===== src/rtl/stream_pkg.sv =====
// Shared stream types and sizing helpers for the skid and FIFO stages.
package stream_pkg;

  localparam int STREAM_DATA_WIDTH = 32;

  // Depth 1 would give $clog2 = 0; keep at least one address bit.
  function automatic int addr_w(input int depth);
    return (depth > 1) ? $clog2(depth) : 1;
  endfunction

  typedef struct packed {
    logic                         vld;
    logic [STREAM_DATA_WIDTH-1:0] dat;
  } stream_beat_t;

endpackage


===== src/rtl/fifo_ram.sv =====
// DEPTH x DATA_WIDTH storage: one synchronous write port, one asynchronous read port.
// Contents are not reset; the owner tracks which entries hold valid data.
module fifo_ram #(
  parameter int DATA_WIDTH = 32,
  parameter int DEPTH      = 4,
  parameter int ADDR_W     = 2
) (
  input  logic                  clk_i,
  input  logic                  we_i,
  input  logic [ADDR_W-1:0]     waddr_i,
  input  logic [DATA_WIDTH-1:0] wdata_i,
  input  logic [ADDR_W-1:0]     raddr_i,
  output logic [DATA_WIDTH-1:0] rdata_o
);

  logic [DATA_WIDTH-1:0] mem_q [DEPTH];

  always_ff @(posedge clk_i) begin
    if (we_i) begin
      mem_q[waddr_i] <= wdata_i;
    end
  end

  assign rdata_o = mem_q[raddr_i];

endmodule


===== src/rtl/stream_fifo.sv =====
// First-word-fall-through valid/ready FIFO; in_ready decodes registers only (never out_ready).
// Define STREAM_FIFO_BYPASS_EN for a 0-cycle combinational pass-through while empty.
module stream_fifo
  import stream_pkg::*;
#(
  parameter  int DATA_WIDTH = STREAM_DATA_WIDTH,
  parameter  int DEPTH      = 4,
  parameter  int AF_MARGIN  = 1,
  localparam int ADDR_W     = addr_w(DEPTH)
) (
  input  logic                  clk,
  input  logic                  rst,
  input  logic                  flush,
  input  logic                  in_valid,
  output logic                  in_ready,
  input  logic [DATA_WIDTH-1:0] in_data,
  output logic                  out_valid,
  input  logic                  out_ready,
  output logic [DATA_WIDTH-1:0] out_data,
  output logic [ADDR_W:0]       count,
  output logic                  almost_full
);

  localparam int               PTR_W  = ADDR_W + 1;
  localparam logic [PTR_W-1:0] AF_THR = PTR_W'(DEPTH - AF_MARGIN);

  logic [PTR_W-1:0]      wr_ptr_q, wr_ptr_d;
  logic [PTR_W-1:0]      rd_ptr_q, rd_ptr_d;
  logic [PTR_W-1:0]      count_d;
  logic                  almost_full_q;
  logic                  empty, full;
  logic                  push, pop, bypass;
  logic                  wr_en, rd_en;
  logic [DATA_WIDTH-1:0] ram_rdata;

  assign empty = (wr_ptr_q == rd_ptr_q);
  assign full  = (wr_ptr_q[ADDR_W] != rd_ptr_q[ADDR_W]) &&
                 (wr_ptr_q[ADDR_W-1:0] == rd_ptr_q[ADDR_W-1:0]);

  assign in_ready = ~full & ~rst;
  assign push     = in_valid & in_ready;
  assign pop      = out_valid & out_ready;

`ifdef STREAM_FIFO_BYPASS_EN
  // While empty the head is the incoming beat; if it is consumed now it is never stored.
  assign bypass    = empty & in_valid & out_ready & ~flush;
  assign out_valid = empty ? (in_valid & ~flush) : 1'b1;
  assign out_data  = empty ? in_data : ram_rdata;
`else
  assign bypass    = 1'b0;
  assign out_valid = ~empty;
  assign out_data  = ram_rdata;
`endif

  assign wr_en = push & ~bypass & ~flush;
  assign rd_en = pop & ~empty & ~flush;

  always_comb begin
    wr_ptr_d = wr_ptr_q;
    rd_ptr_d = rd_ptr_q;
    if (flush) begin
      wr_ptr_d = '0;
      rd_ptr_d = '0;
    end else begin
      if (wr_en) wr_ptr_d = wr_ptr_q + PTR_W'(1);
      if (rd_en) rd_ptr_d = rd_ptr_q + PTR_W'(1);
    end
  end

  // Modular pointer difference is the occupancy; the flag is registered off the next value.
  assign count_d = wr_ptr_d - rd_ptr_d;

  always_ff @(posedge clk or posedge rst) begin
    if (rst) begin
      wr_ptr_q      <= '0;
      rd_ptr_q      <= '0;
      almost_full_q <= 1'b0;
    end else begin
      wr_ptr_q      <= wr_ptr_d;
      rd_ptr_q      <= rd_ptr_d;
      almost_full_q <= (count_d >= AF_THR);
    end
  end

  assign count       = wr_ptr_q - rd_ptr_q;
  assign almost_full = almost_full_q;

  fifo_ram #(
    .DATA_WIDTH (DATA_WIDTH),
    .DEPTH      (DEPTH),
    .ADDR_W     (ADDR_W)
  ) u_ram (
    .clk_i   (clk),
    .we_i    (wr_en),
    .waddr_i (wr_ptr_q[ADDR_W-1:0]),
    .wdata_i (in_data),
    .raddr_i (rd_ptr_q[ADDR_W-1:0]),
    .rdata_o (ram_rdata)
  );

endmodule


===== config.mk =====
export PLATFORM = sky130hd
export DESIGN_NAME = stream_fifo
export DESIGN_NICKNAME = d
export VERILOG_FILES = /design/src/rtl/stream_pkg.sv /design/src/rtl/fifo_ram.sv /design/src/rtl/stream_fifo.sv
export SDC_FILE = /design/constraint.sdc
export NUM_CORES = 1
export LEC_CHECK = 0
export CORE_MARGIN = 8
export CORE_UTILIZATION = 30
export CTS_BUF_LIST = sky130_fd_sc_hd__clkbuf_2
export DETAILED_ROUTE_END_ITERATION = 10
export SETUP_SLACK_MARGIN = 0.4
export SLEW_MARGIN = 15
export SYNTH_ARGS = -nofsm -noshare
export SYNTH_HDL_FRONTEND = slang
export SYNTH_SLANG_ARGS = --single-unit

===== constraint.sdc =====
create_clock -name clk -period 3.7 [get_ports clk]
set_input_delay 0.555 -clock clk [delete_from_list [all_inputs] [get_ports clk]]
set_output_delay 0.555 -clock clk [all_outputs]
set_load 0.005 [all_outputs]

==> impl_results.html <==
<table>
<tr><th>Metric</th><th>Value</th></tr>
<tr><th colspan="2">Run status</th></tr>
<tr><td>Result of the run</td><td>completed</td></tr>
<tr><th colspan="2">Timing</th></tr>
<tr><td>Setup repair after global routing missed its margin</td><td>yes</td></tr>
<tr><td>Final hold slack</td><td>0.490 ns</td></tr>
<tr><td>Skew final</td><td>0.0467 ns</td></tr>
<tr><td>Worst relative slew slack</td><td>0.652</td></tr>
<tr><td>Number of slew-limit violations in the final report</td><td>0</td></tr>
<tr><td>Final count of negative-setup-slack endpoints</td><td>0</td></tr>
<tr><td>Highest achievable clock rate</td><td>318 MHz</td></tr>
<tr><td>Final worst-path cycle share</td><td>0.850</td></tr>
<tr><td>Final hold violations</td><td>0</td></tr>
<tr><td>Min Tclk post-route</td><td>3.15 ns</td></tr>
<tr><td>Slew at the pin closest to its max-slew limit</td><td>0.523 ns</td></tr>
<tr><td>Setup total negative slack</td><td>0 ns</td></tr>
<tr><th colspan="2">Die</th></tr>
<tr><td>Count of standard-cell rows</td><td>48</td></tr>
<tr><td>Die area</td><td>approximately 0.022 mm²</td></tr>
<tr><td>Die span in x</td><td>roughly 150 µm</td></tr>
<tr><td>Effective utilization at floorplan</td><td>0.303</td></tr>
<tr><td>Die Height</td><td>~150 µm</td></tr>
<tr><td>Num ports</td><td>75</td></tr>
<tr><td>Total core area</td><td>roughly 0.017 mm²</td></tr>
<tr><th colspan="2">Power</th></tr>
<tr><td>Power density normalized to cell area</td><td>roughly 470 mW/mm²</td></tr>
<tr><td>Maximum vdd drop</td><td>0.187 mV</td></tr>
<tr><td>Leakage dissipation</td><td>2.10 nW</td></tr>
<tr><th colspan="2">Cells and area</th></tr>
<tr><td>Share of final-layout standard cells stronger than drive strength 1</td><td>0.226</td></tr>
<tr><td>Post-route cell area</td><td>about 0.0066 mm²</td></tr>
<tr><td>Layout overhead on the synthesized area</td><td>26.6%</td></tr>
<tr><td>NumNets Final</td><td>around 370</td></tr>
<tr><td>Final-layout fill cell count</td><td>roughly 1600</td></tr>
<tr><td>Antenna Diode Count</td><td>0</td></tr>
<tr><td>Util after Layout</td><td>0.384</td></tr>
<tr><td>Non-filler cells, final</td><td>between 500 and 600</td></tr>
<tr><th colspan="2">Routing</th></tr>
<tr><td>Per-cell via count in the routed design</td><td>between 4 and 5</td></tr>
<tr><td>Total routed wirelength</td><td>around 10000 µm</td></tr>
<tr><td>DRC Markers</td><td>0</td></tr>
<tr><td>Count of routing violations after the opening detailed-route iteration</td><td>between 100 and 150</td></tr>
<tr><td>Mean routed wirelength per cell</td><td>roughly 18 µm</td></tr>
<tr><td>Count of antenna-violating nets left after detailed routing</td><td>0</td></tr>
<tr><td>Detailed Routing Iterations Pass 1</td><td>4</td></tr>
<tr><td>Overall via count from detail_route</td><td>2504</td></tr>
<tr><th colspan="2">Clock network</th></tr>
<tr><td>Clk Latency, worst-skew pair</td><td>slightly below 0.7 ns</td></tr>
<tr><td>H-Tree Depth</td><td>4</td></tr>
<tr><td>Buffer levels on the longest clock path</td><td>2</td></tr>
<tr><td>CTS Root Cell</td><td>sky130_fd_sc_hd__clkbuf_2</td></tr>
<tr><td>Clock tree from TritonCTS</td><td>built</td></tr>
<tr><td>Number of clock sinks</td><td>around 140</td></tr>
<tr><td>Reg clk slew, reported paths</td><td>roughly 0.21 ns</td></tr>
<tr><td>Num CTS Buffers</td><td>17</td></tr>
<tr><th colspan="2">Global routing</th></tr>
<tr><td>Antenna violations before repair</td><td>0</td></tr>
<tr><td>Total track usage</td><td>0.0993</td></tr>
<tr><td>Global-route wire length before repair</td><td>about 16000 µm</td></tr>
<tr><td>Via count of the first global-routing pass</td><td>roughly 2800</td></tr>
<tr><td>Sum of overflow across all layers after global routing</td><td>0</td></tr>
<tr><td>Largest net degree at the start of global routing</td><td>35</td></tr>
<tr><th colspan="2">Synthesis</th></tr>
<tr><td>Number of distinct library cells after synthesis</td><td>30</td></tr>
<tr><td>Cell count after synthesis</td><td>approximately 230</td></tr>
<tr><td>Post-Syn Area</td><td>~0.0052 mm²</td></tr>
<tr><td>Count of yosys warnings during synthesis</td><td>0</td></tr>
<tr><td>Sequential fraction of the synthesis area</td><td>0.774</td></tr>
<tr><td>Net count of the mapped netlist</td><td>approximately 280</td></tr>
<tr><td>Flops &amp; latches, synth</td><td>about 140</td></tr>
<tr><td>Avg Cell Area, Syn</td><td>about 22 µm²</td></tr>
<tr><th colspan="2">Setup path</th></tr>
<tr><td>Kind of end point of the critical path</td><td>primary output</td></tr>
<tr><td>Critical Path RT</td><td>3.14 ns</td></tr>
<tr><td>Largest stage delay on the critical path</td><td>around 0.57 ns</td></tr>
<tr><td>Startpoint class of the critical path</td><td>flip-flop</td></tr>
<tr><td>Worst Path Arrival</td><td>about 2.6 ns</td></tr>
<tr><td>Crit path kind</td><td>flip-flop to primary output</td></tr>
<tr><td>Series of cell instances along the critical path</td><td>buf_8, fa_1, xnor2_1, clkdlybuf4s50_1</td></tr>
<tr><td>Master of the slowest instance on the critical path</td><td>sky130_fd_sc_hd__dfrtp_4</td></tr>
<tr><td>Worst-path maximum fanout</td><td>19</td></tr>
<tr><th colspan="2">Place</th></tr>
<tr><td>Routability Congestion</td><td>around 0.7</td></tr>
<tr><td>I/O Buffers</td><td>74</td></tr>
<tr><td>Placed cell count</td><td>between 500 and 600</td></tr>
<tr><td>Placed wire-length estimate</td><td>6540 µm</td></tr>
<tr><td>Placement-stage cell area</td><td>approximately 0.0063 mm²</td></tr>
<tr><th colspan="2">Hold path</th></tr>
<tr><td>Worst hold path class</td><td>input pin to flip-flop</td></tr>
<tr><th colspan="2">Job</th></tr>
<tr><td>Max-cap viol count</td><td>0</td></tr>
</table>
==> report_power, final <==
part | leakage [nW] | switching (mW) | internal (mW)
Clock | 0.133 | 0.515 | 0.369
Combinational | 0.719 | 0.187 | 0.295
Sequential | 1.25 | 0.0116 | 1.70
==> final cells by class <==
class	count	area (µm²)	area share
flip-flops and latches	135	4020	0.612
multi-input cells	80	1110	0.170
repair buffers	83	881	0.134
well taps	225	282	0.0428
clock inverters	14	156	0.0238
clock buffers	18	90.1	0.0137
inverters	7	26.3	0.00400
==> stage by stage <==
stage,setup WS [ns],power (mW)
after floorplan,0.594,1.97
after global placement,0.723,2.23
after detailed placement,0.608,2.23
after CTS,0.409,3.13
after global routing,0.371,3.23
final,0.555,3.08
==> layer usage <==
metal	vias to the layer above	global-route usage	part of all wire
met3	13	0.0471	0.056
met1	1304	0.111	0.42
met5	-	0	0
met4	0	0.0382	0.014
li1	1130	-	-
met2	57	0.161	0.51
==> worst max-delay path: cells and delay by family, from the launching register on <==
family | cells | cell delay, ns
xor gates and xnor gates | 1 | 0.16
adders and majority gates | 1 | 0.44
buffers and inverters | 2 | 0.72
DFF | 1 | 0.57
==> cells in the final DEF (no fill, tap or decap), drive strengths merged, types with 2 or more instances in the layout <==
master | Yosys | final
edfxtp | 128 | 128
xnor2 | 3 | 3
clkbuf | 6 | 18
dfrtp | 7 | 7
nor2 | 6 | 6
nand2 | 4 | 4
and2 | 4 | 4
o21a | 2 | 2
inv | 7 | 8
buf | 3 | 8
clkinvlp | 0 | 5
clkinv | 0 | 5
fa | 2 | 2
mux4 | 32 | 32
nand3 | 3 | 3
bufinv | 0 | 3
clkdlybuf4s50 | 0 | 74
ha | 8 | 8
or2 | 2 | 2
==> what timing repair did <==
action	4_1_cts	5_1_grt
setup buffers	2	0
gates resized for setup	4	2
hold endpoints to repair	7	0
pin swaps	0	0
hold buffers	1	0
endpoints found under the setup margin	35	21
cloned	0	0
==> sequential cells by signal, summed over array words and instances (netlist names) <==
| register | flops |
|---|---|
| almost_full | 1 |
| u_ram.mem_q | 128 |
| wr_ptr_q | 3 |
| rd_ptr_q | 3 |
==> Yosys cell counts <==
cell type                     n  area [µm²]
sky130_fd_sc_hd__nand2_1      4        15.0
sky130_fd_sc_hd__nand3_1      3        15.0
sky130_fd_sc_hd__dfrtp_1      7         175
sky130_fd_sc_hd__o21a_1       2        15.0
sky130_fd_sc_hd__o21ai_0      1        5.00
sky130_fd_sc_hd__a21oi_1      1        5.00
sky130_fd_sc_hd__o2111ai_1    1        8.76
sky130_fd_sc_hd__fa_1         2        40.0
sky130_fd_sc_hd__inv_1        7        26.3
sky130_fd_sc_hd__mux2_4       1        15.0
sky130_fd_sc_hd__nor3_1       1        5.00
sky130_fd_sc_hd__or2_1        2        12.5
sky130_fd_sc_hd__xnor2_2      1        16.3
sky130_fd_sc_hd__or3_1        1        6.26
sky130_fd_sc_hd__mux4_2      32         721
sky130_fd_sc_hd__nor2b_1      1        6.26
sky130_fd_sc_hd__ha_1         8         100
sky130_fd_sc_hd__xor2_1       1        8.76
sky130_fd_sc_hd__edfxtp_1   128        3840
sky130_fd_sc_hd__xnor2_1      2        17.5
sky130_fd_sc_hd__nor2_1       6        22.5
sky130_fd_sc_hd__and2_1       4        25.0
sky130_fd_sc_hd__clkbuf_1     6        22.5
sky130_fd_sc_hd__a41oi_1      1        8.76
sky130_fd_sc_hd__nand2b_1     1        6.26
sky130_fd_sc_hd__a21boi_0     1        7.51
sky130_fd_sc_hd__nand3b_1     1        7.51
sky130_fd_sc_hd__buf_2        3        15.0
sky130_fd_sc_hd__mux2i_1      1        10.0
sky130_fd_sc_hd__a21bo_1      1        10.0
==> cells by family (layout without fill, tap and decap cells) <==
family	Yosys count	count (layout)	share of synthesized area
DFF	135	135	0.774
muxes	34	34	0.144
and+or+nand+nor	24	24	0.0234
buffers and inverters	16	122	0.0123
adders and majority gates	10	10	0.0270
AOI/OAI and AO/OA	8	8	0.0116
xor gates and xnor gates	4	4	0.00819
==> worst paths after layout <==
kind | from | to | slack (ns) | cells after the start
setup / recovery | rd_ptr_q[1] | count[2] | 0.55 | 4
setup reg to reg | rd_ptr_q[1] | almost_full | 0.79 | 14
hold reg to reg | wr_ptr_q[1] | wr_ptr_q[1] | 0.72 | 2
min in group asynchronous | rst | rd_ptr_q[1] | 0.63 | 3
hold / removal | in_data[27] | u_ram.mem_q[1][27] | 0.49 | 1
max in group asynchronous | rst | rd_ptr_q[1] | 2.81 | 3
Power figures use the tool's default switching activity.
